--- src/rtl/seq_divider_unsigned.sv ---
// Sequential unsigned restoring divider: one quotient bit per clock, start/done handshake.
// Optional DIV_ZERO_FAST_EN: a zero divisor skips the iterations and completes on the start edge.
module seq_divider_unsigned #(
    parameter int WIDTH = 8
) (
    input  logic             clk,
    input  logic             rst_n,
    input  logic             start,
    input  logic [WIDTH-1:0] X,
    input  logic [WIDTH-1:0] Y,
    output logic             busy,
    output logic             done,
    output logic [WIDTH-1:0] Q,
    output logic [WIDTH-1:0] R,
    output logic             div_by_zero
);
    // state | meaning
    // IDLE  | waiting for start
    // RUN   | one restoring iteration per clock
    // DONE  | result valid, done=1 for this cycle
    typedef enum logic [1:0] {IDLE = 2'd0, RUN = 2'd1, DONE = 2'd2} state_t;

    localparam int CW = $clog2(WIDTH + 1);

    state_t         state, state_next;
    logic [WIDTH:0]   rem, rem_next, shifted, trial;
    logic [WIDTH-1:0] quo, quo_next, div;
    logic [CW-1:0]    cnt;
    logic             accept, last_iter, zero_fast;

    assign accept    = (state != RUN) && start;
    assign last_iter = (state == RUN) && (cnt == CW'(1));

`ifdef DIV_ZERO_FAST_EN
    assign zero_fast = (Y == '0);
`else
    assign zero_fast = 1'b0;
`endif

    // The remainder never exceeds the divisor, so its low WIDTH bits plus the
    // incoming dividend bit always fit in WIDTH+1 bits.
    always_comb begin
        shifted = {rem[WIDTH-1:0], quo[WIDTH-1]};
        trial   = shifted - {1'b0, div};
        if (!trial[WIDTH]) begin
            rem_next = trial;
            quo_next = {quo[WIDTH-2:0], 1'b1};
        end else begin
            rem_next = shifted;
            quo_next = {quo[WIDTH-2:0], 1'b0};
        end
    end

    always_ff @(posedge clk or negedge rst_n) begin
        if (!rst_n) state <= IDLE;
        else        state <= state_next;
    end

    always_comb begin
        state_next = state;
        case (state)
            IDLE, DONE: begin
                if (start)              state_next = zero_fast ? DONE : RUN;
                else if (state == DONE) state_next = IDLE;
            end
            RUN: if (cnt == CW'(1)) state_next = DONE;
            default: state_next = IDLE;
        endcase
    end

    always_comb begin
        busy = (state == RUN);
        done = (state == DONE);
    end

    always_ff @(posedge clk or negedge rst_n) begin
        if (!rst_n) begin
            rem         <= '0;
            quo         <= '0;
            div         <= '0;
            cnt         <= '0;
            Q           <= '0;
            R           <= '0;
            div_by_zero <= 1'b0;
        end else if (accept) begin
            rem <= '0;
            quo <= X;
            div <= Y;
            cnt <= CW'(WIDTH);
            if (zero_fast) begin
                Q           <= '1;
                R           <= X;
                div_by_zero <= 1'b1;
            end
        end else if (state == RUN) begin
            rem <= rem_next;
            quo <= quo_next;
            cnt <= cnt - CW'(1);
            if (last_iter) begin
                Q           <= quo_next;
                R           <= rem_next[WIDTH-1:0];
                div_by_zero <= (div == '0);
            end
        end
    end
endmodule

--- config.mk ---
export PLATFORM = sky130hd
export DESIGN_NAME = seq_divider_unsigned
export DESIGN_NICKNAME = d
export VERILOG_FILES = /design/src/rtl/seq_divider_unsigned.sv
export SDC_FILE = /design/constraint.sdc
export NUM_CORES = 1
export LEC_CHECK = 0
export CORE_UTILIZATION = 26
export CTS_BUF_LIST = sky130_fd_sc_hd__clkbuf_4
export DETAILED_ROUTE_END_ITERATION = 16
export GPL_TIMING_DRIVEN = 1
export SLEW_MARGIN = 20
export SYNTH_ARGS = -nofsm -noshare
export SYNTH_HDL_FRONTEND = slang
export SYNTH_SLANG_ARGS = --single-unit
--- constraint.sdc ---
create_clock -name clk -period 3.2 [get_ports clk]
set_input_delay 0.96 -clock clk [delete_from_list [all_inputs] [get_ports clk]]
set_output_delay 0.96 -clock clk [all_outputs]
set_load 0.03 [all_outputs]
== Word level (Yosys, flattened, before mapping) ==
Index checks and enable logic that the tools add are counted.
Word-level totals
  register bits: 47
  bits of input ports: 19
  output and inout bits: 19
  logic and storage cells: 37
Cells by class
  $add $sub $neg: 2
  equal/unequal tests: 6
  mux-type cells: 12
  bitwise logic cells: 1
  reductions and logical operators: 8
Operator list (count)
  two-way mux 8 bit: 5
  subtractor 9 x 8 -> 9 bit: 1
  logical NOT 8 bit: 1
  two-way mux 4 bit: 2
  two-way mux 2 bit: 3
  equality test 4 x 1 -> 1 bit, second input constant: 1
  inequality test 2 x 1 -> 1 bit, second input constant: 2
  one-hot mux 2 bit (2 select lines): 1
  subtractor 4 x 1 -> 4 bit, second input constant: 1
  inequality test 3 bit, second input constant: 1
  AND reduction 3 bit: 1
  equality test 2 x 1 -> 1 bit, second input constant: 1
  equality test 2 bit, second input constant: 1
  logical AND 1 bit: 2
  logical NOT 2 bit: 1
  AND reduction 2 bit: 1
  nonzero test 2 bit: 1
  OR reduction 2 bit: 1
  two-way mux 1 bit: 1
  NOT 1 bit: 1

== Longest topological paths before layout ==
  depth after elaboration: 4
  mapped depth: 10
  gate-level depth less buffers: 9

== Worst setup path before layout ==
Ideal clock, no wire load.
  kind: flip-flop to flip-flop
  start: register quo[7]
  end: register R[0]
  library setup time: 0.083 ns
  arrival: 2.227 ns
  required time: 3.117 ns
  slack: 0.890 ns
  stages on the path, launching flop included: 10
  buffers on the path: 0
  clock period less this slack: 2.310 ns
  cell sequence: dfrtp_1 > inv_1 > ha_1 > inv_1 > fa_1 > a211oi_1 > o211ai_1 > o211ai_1 > mux2_2 > o21ai_0
Between the ends
  word-level cells in the longest chain between the ends: 2
RTL lines
  start, declared: line 27  | logic [WIDTH-1:0] quo, quo_next, div;
  start signal, assigned: line 97  | quo <= quo_next;
  subtractor 9 x 8 -> 9 bit: line 44  | trial = shifted - {1'b0, div};
  two-way mux 8 bit (*): line 45  | if (!trial[WIDTH]) begin
  end signal, assigned: line 101  | R <= rem_next[WIDTH-1:0];
  end, declared: line 14  | output logic [WIDTH-1:0] R,
Every way passes the cells marked *; elsewhere a longest branch is shown, timed or not.
A chain may end at the register's enable or synchronous reset.

== Worst setup path in the final report ==
  start: register quo[7]
  end: register rem[0]
Between the ends
  word-level cells in the longest chain between the ends: 4
RTL lines
  subtractor 9 x 8 -> 9 bit: line 44
  two-way mux 8 bit (*): line 45
  two-way mux 8 bit (*): line 95  | end else if (state == RUN) begin
  two-way mux 8 bit (*): line 85  | end else if (accept) begin
  end signal, assigned: line 96  | rem <= rem_next;
  end, declared: line 26  | logic [WIDTH:0] rem, rem_next, shifted, trial;
Every way passes the cells marked *; elsewhere a longest branch is shown, timed or not. The select of a mux whose other input is x is not followed.

==> summary.txt <==
GRT
  – Largest net degree at the start of global routing: 25
  – First-pass GRT wire length: 9460 microns
  – Grt ovf: 0
  – All-Layer GR Usage: 0.122
  – Antenna violations before repair: 0
  – Vias in the first global route: roughly 1,900

Logic synthesis
  – Cell count after synthesis: 240
  – Mapped Area: about 2400 sq um
  – Syn Area/Cell: ~10 sq um
  – Yosys reg bits: 47
  – Yosys warnings: 0
  – Register area share after synthesis: 0.497
  – EDFF count, synth: 0
  – Main synth FF type: dfrtp_1
  – Syn_nets: 270
  – Distinct cells, synth: 35
  – Async set-reset flop share out of synthesis: 1.00

Power and ir drop
  – Clk network pwr share: 0.131
  – Final Total Pwr: approximately 3500 uW
  – Reg power frac: 0.307
  – Max VDD drop: 0.399 mV
  – Internal power: 1980 uW
  – Pwr dens: between 1000 and 1500 nW/um^2
  – Leakage: around 0.0014 uW
  – Switching portion of total power: 0.434
  – Combinational share of power: 0.562
  – Switching power: roughly 1500 uW

Worst setup path
  – Reg2reg start: quo[7]
  – Worst EP arrival: roughly 3000 ps
  – Worst path cell trace: inv_1 > ha_1 > inv_1 > fa_1 > a211oi_1 > o211ai_1 > o211ai_1 > mux2_2 > o21ai_0
  – WP buf/inv: 2
  – Crit path launch type: flip-flop
  – Setup crit end kind: flip-flop
  – Worst r2r dst: rem[0]
  – Worst-path fanout max: 6
  – R2R cell count: 9
  – Crit path depth: 9
  – Crit path largest cell delay: 430 ps
  – Setup CP Type: flip-flop to flip-flop
  – Critical path's slowest cell: a211oi_1
  – Worst endpoint required time: ~3500 ps
  – R2r setup slk: 530 ps
  – Delay-heaviest family, CP: compound AO/OA/AOI/OAI gates

Layout
  – Ant diodes: 0
  – Layout Nets: 311
  – Most common cell after layout, fill and taps aside: dfrtp_1
  – Share of cells above drive strength 1: 0.0851
  – Most frequent cells in the layout: 47 x dfrtp_1, 45 x nand2_1, 36 x clkdlybuf4s50_1
  – Synthesis-to-finish area growth: 26.0%

Worst hold path
  – Hold path endpoint: Q[7]
  – HP Class: flip-flop to flip-flop
  – Worst Hold Depth: 2
  – Hold path start: Q[7]

STA
  – Crit share post-route: 0.834
  – Unrepaired setup endpoints after global routing: false
  – Final setup vio count: 0
  – Fmax: about 0.37 GHz
  – Rel. slew slack: 0.618
  – Fin. Hold Viols: 0
  – Setup Skew: 20.9 ps
  – Fin. max-slew vios: 0
  – Tmin final: approximately 2700 ps
  – Setup_tns: 0 ps
  – Slew @ Worst Pin: about 570 ps

Floorplan
  – Die area: 9500 sq um
  – Num ports: 38
  – Starting Density: 0.270
  – Die Wd: approximately 97 microns
  – Core ar.: 8760 sq um
  – Chip Height: between 90 and 100 microns
  – Row count: 34

Clock tree
  – Clk_lat worst skew: around 380 ps
  – TritonCTS clock tree: yes
  – PostCTS Resize Cnt: 0
  – Clk sink count: 47
  – Cts bufs inserted: 5
  – Number of setup buffers added after CTS: 0
  – Number of H-tree levels: 2
  – CTS Hold Bufs: 0
  – Clock slew at reported path FFs: around 140 ps
  – Clock tree buffer depth: 2
  – CTS Root Cell: clkbuf_4

Route
  – DRT iter0 DRCs: 77
  – Wire length per cell: around 14 microns
  – Routed Antenna Nets: 0
  – Vias per cell: roughly 4.7
  – DRC: 0
  – Via Count: 1,851
  – Final WL: 5460 microns
  – Pre-antenna DRT Iters: 4

Place
  – RePlAce Congestion: ~0.86
  – DP HPWL: ~4000 microns
  – Number of port buffers: 37

Job
  – Max cap viols: 0

Run status
  – Outcome: finished, final reports clean
how the worst max path moves through the flow:
stage	start	to	slack, ps
after floorplan	quo[7]	R[0]	890
after global routing	quo[7]	R[3]	300
after global placement	quo[7]	R[0]	700
after CTS	quo[7]	rem[0]	520
after detailed placement	quo[7]	rem[0]	560
final	quo[7]	rem[0]	530
cell usage after synthesis (2+ instances only):
cell type   n  area share
dfrtp_1    47        0.50
nand2_1    45       0.071
o21ai_0    29       0.061
inv_1      14       0.022
mux2i_1    14       0.059
nand3_1    11       0.023
ha_1       10       0.053
mux2_2      9       0.043
clkbuf_1    8       0.013
o211ai_1    6       0.019
nor2_1      5      0.0079
a21oi_1     3      0.0063
nand2b_1    3      0.0079
nor2b_1     3      0.0079
o22ai_1     3      0.0079
xor2_1      3       0.011
a211oi_1    2      0.0063
a21o_1      2      0.0063
nor3b_1     2      0.0063
nor4_1      2      0.0053
o211a_1     2      0.0085
o21a_1      2      0.0063
or3_1       2      0.0053
or4_1       2      0.0063
registers in the layout, indices dropped and copies added, names as in the netlist:
name and count:
Q 8, quo 8, div 8, state 2, R 8, rem 8, cnt 4, div_by_zero 1
metal layers:
layer	vias up	track usage	routed length, microns
met1	888	0.157	2620
met5	-	0	0
li1	920	-	-
met2	39	0.203	2580
met4	0	0.0283	34
met3	4	0.0324	224
worst min-delay path: cells and delay by family, from the launching register on:
| kind | cells | cell delay [ps] |
|---|---|---|
| flip-flops | 1 | 370 |
| AND/OR/NAND/NOR | 2 | 100 |
metrics by stage:
step	instance area [sq um]	cells	setup WS [ps]	utilization	hold WS, ps
2_1_floorplan	2370	240	890	-	457
3_3_place_gp	2880	382	702	0.329	463
3_5_place_dp	2880	382	561	0.329	466
4_1_cts	2980	390	520	0.341	504
5_1_grt	2980	390	297	0.341	532
6_report	2980	390	530	0.341	496
cell type report:
class	instances	area, sq um
Multi-Input combinational cell	169	1100
Inverter	15	56.3
Clock buffer	6	45.0
Sequential cell	47	1180
Clock inverter	2	60.1
Tap cell	108	135
Fill cell	927	5780
Timing Repair Buffer	43	410
kinds of logic after synthesis:
family / synth area share
DFF: 0.497
xor gates and xnor gates: 0.0148
and+or+nand+nor: 0.147
buffers and inverters: 0.0386
adders and majority gates: 0.0613
muxes: 0.102
AOI/OAI and AO/OA: 0.140
power by group through the flow:
stage | Combinational (uW) | Clock, uW | Sequential (uW)
after floorplan | 1240 | 0 | 1240
after global placement | 1950 | 0 | 1080
after detailed placement | 1980 | 0 | 1090
after CTS | 1990 | 467 | 1080
after global routing | 2210 | 491 | 1110
final | 1970 | 459 | 1070
Power figures use the tool's default switching activity.
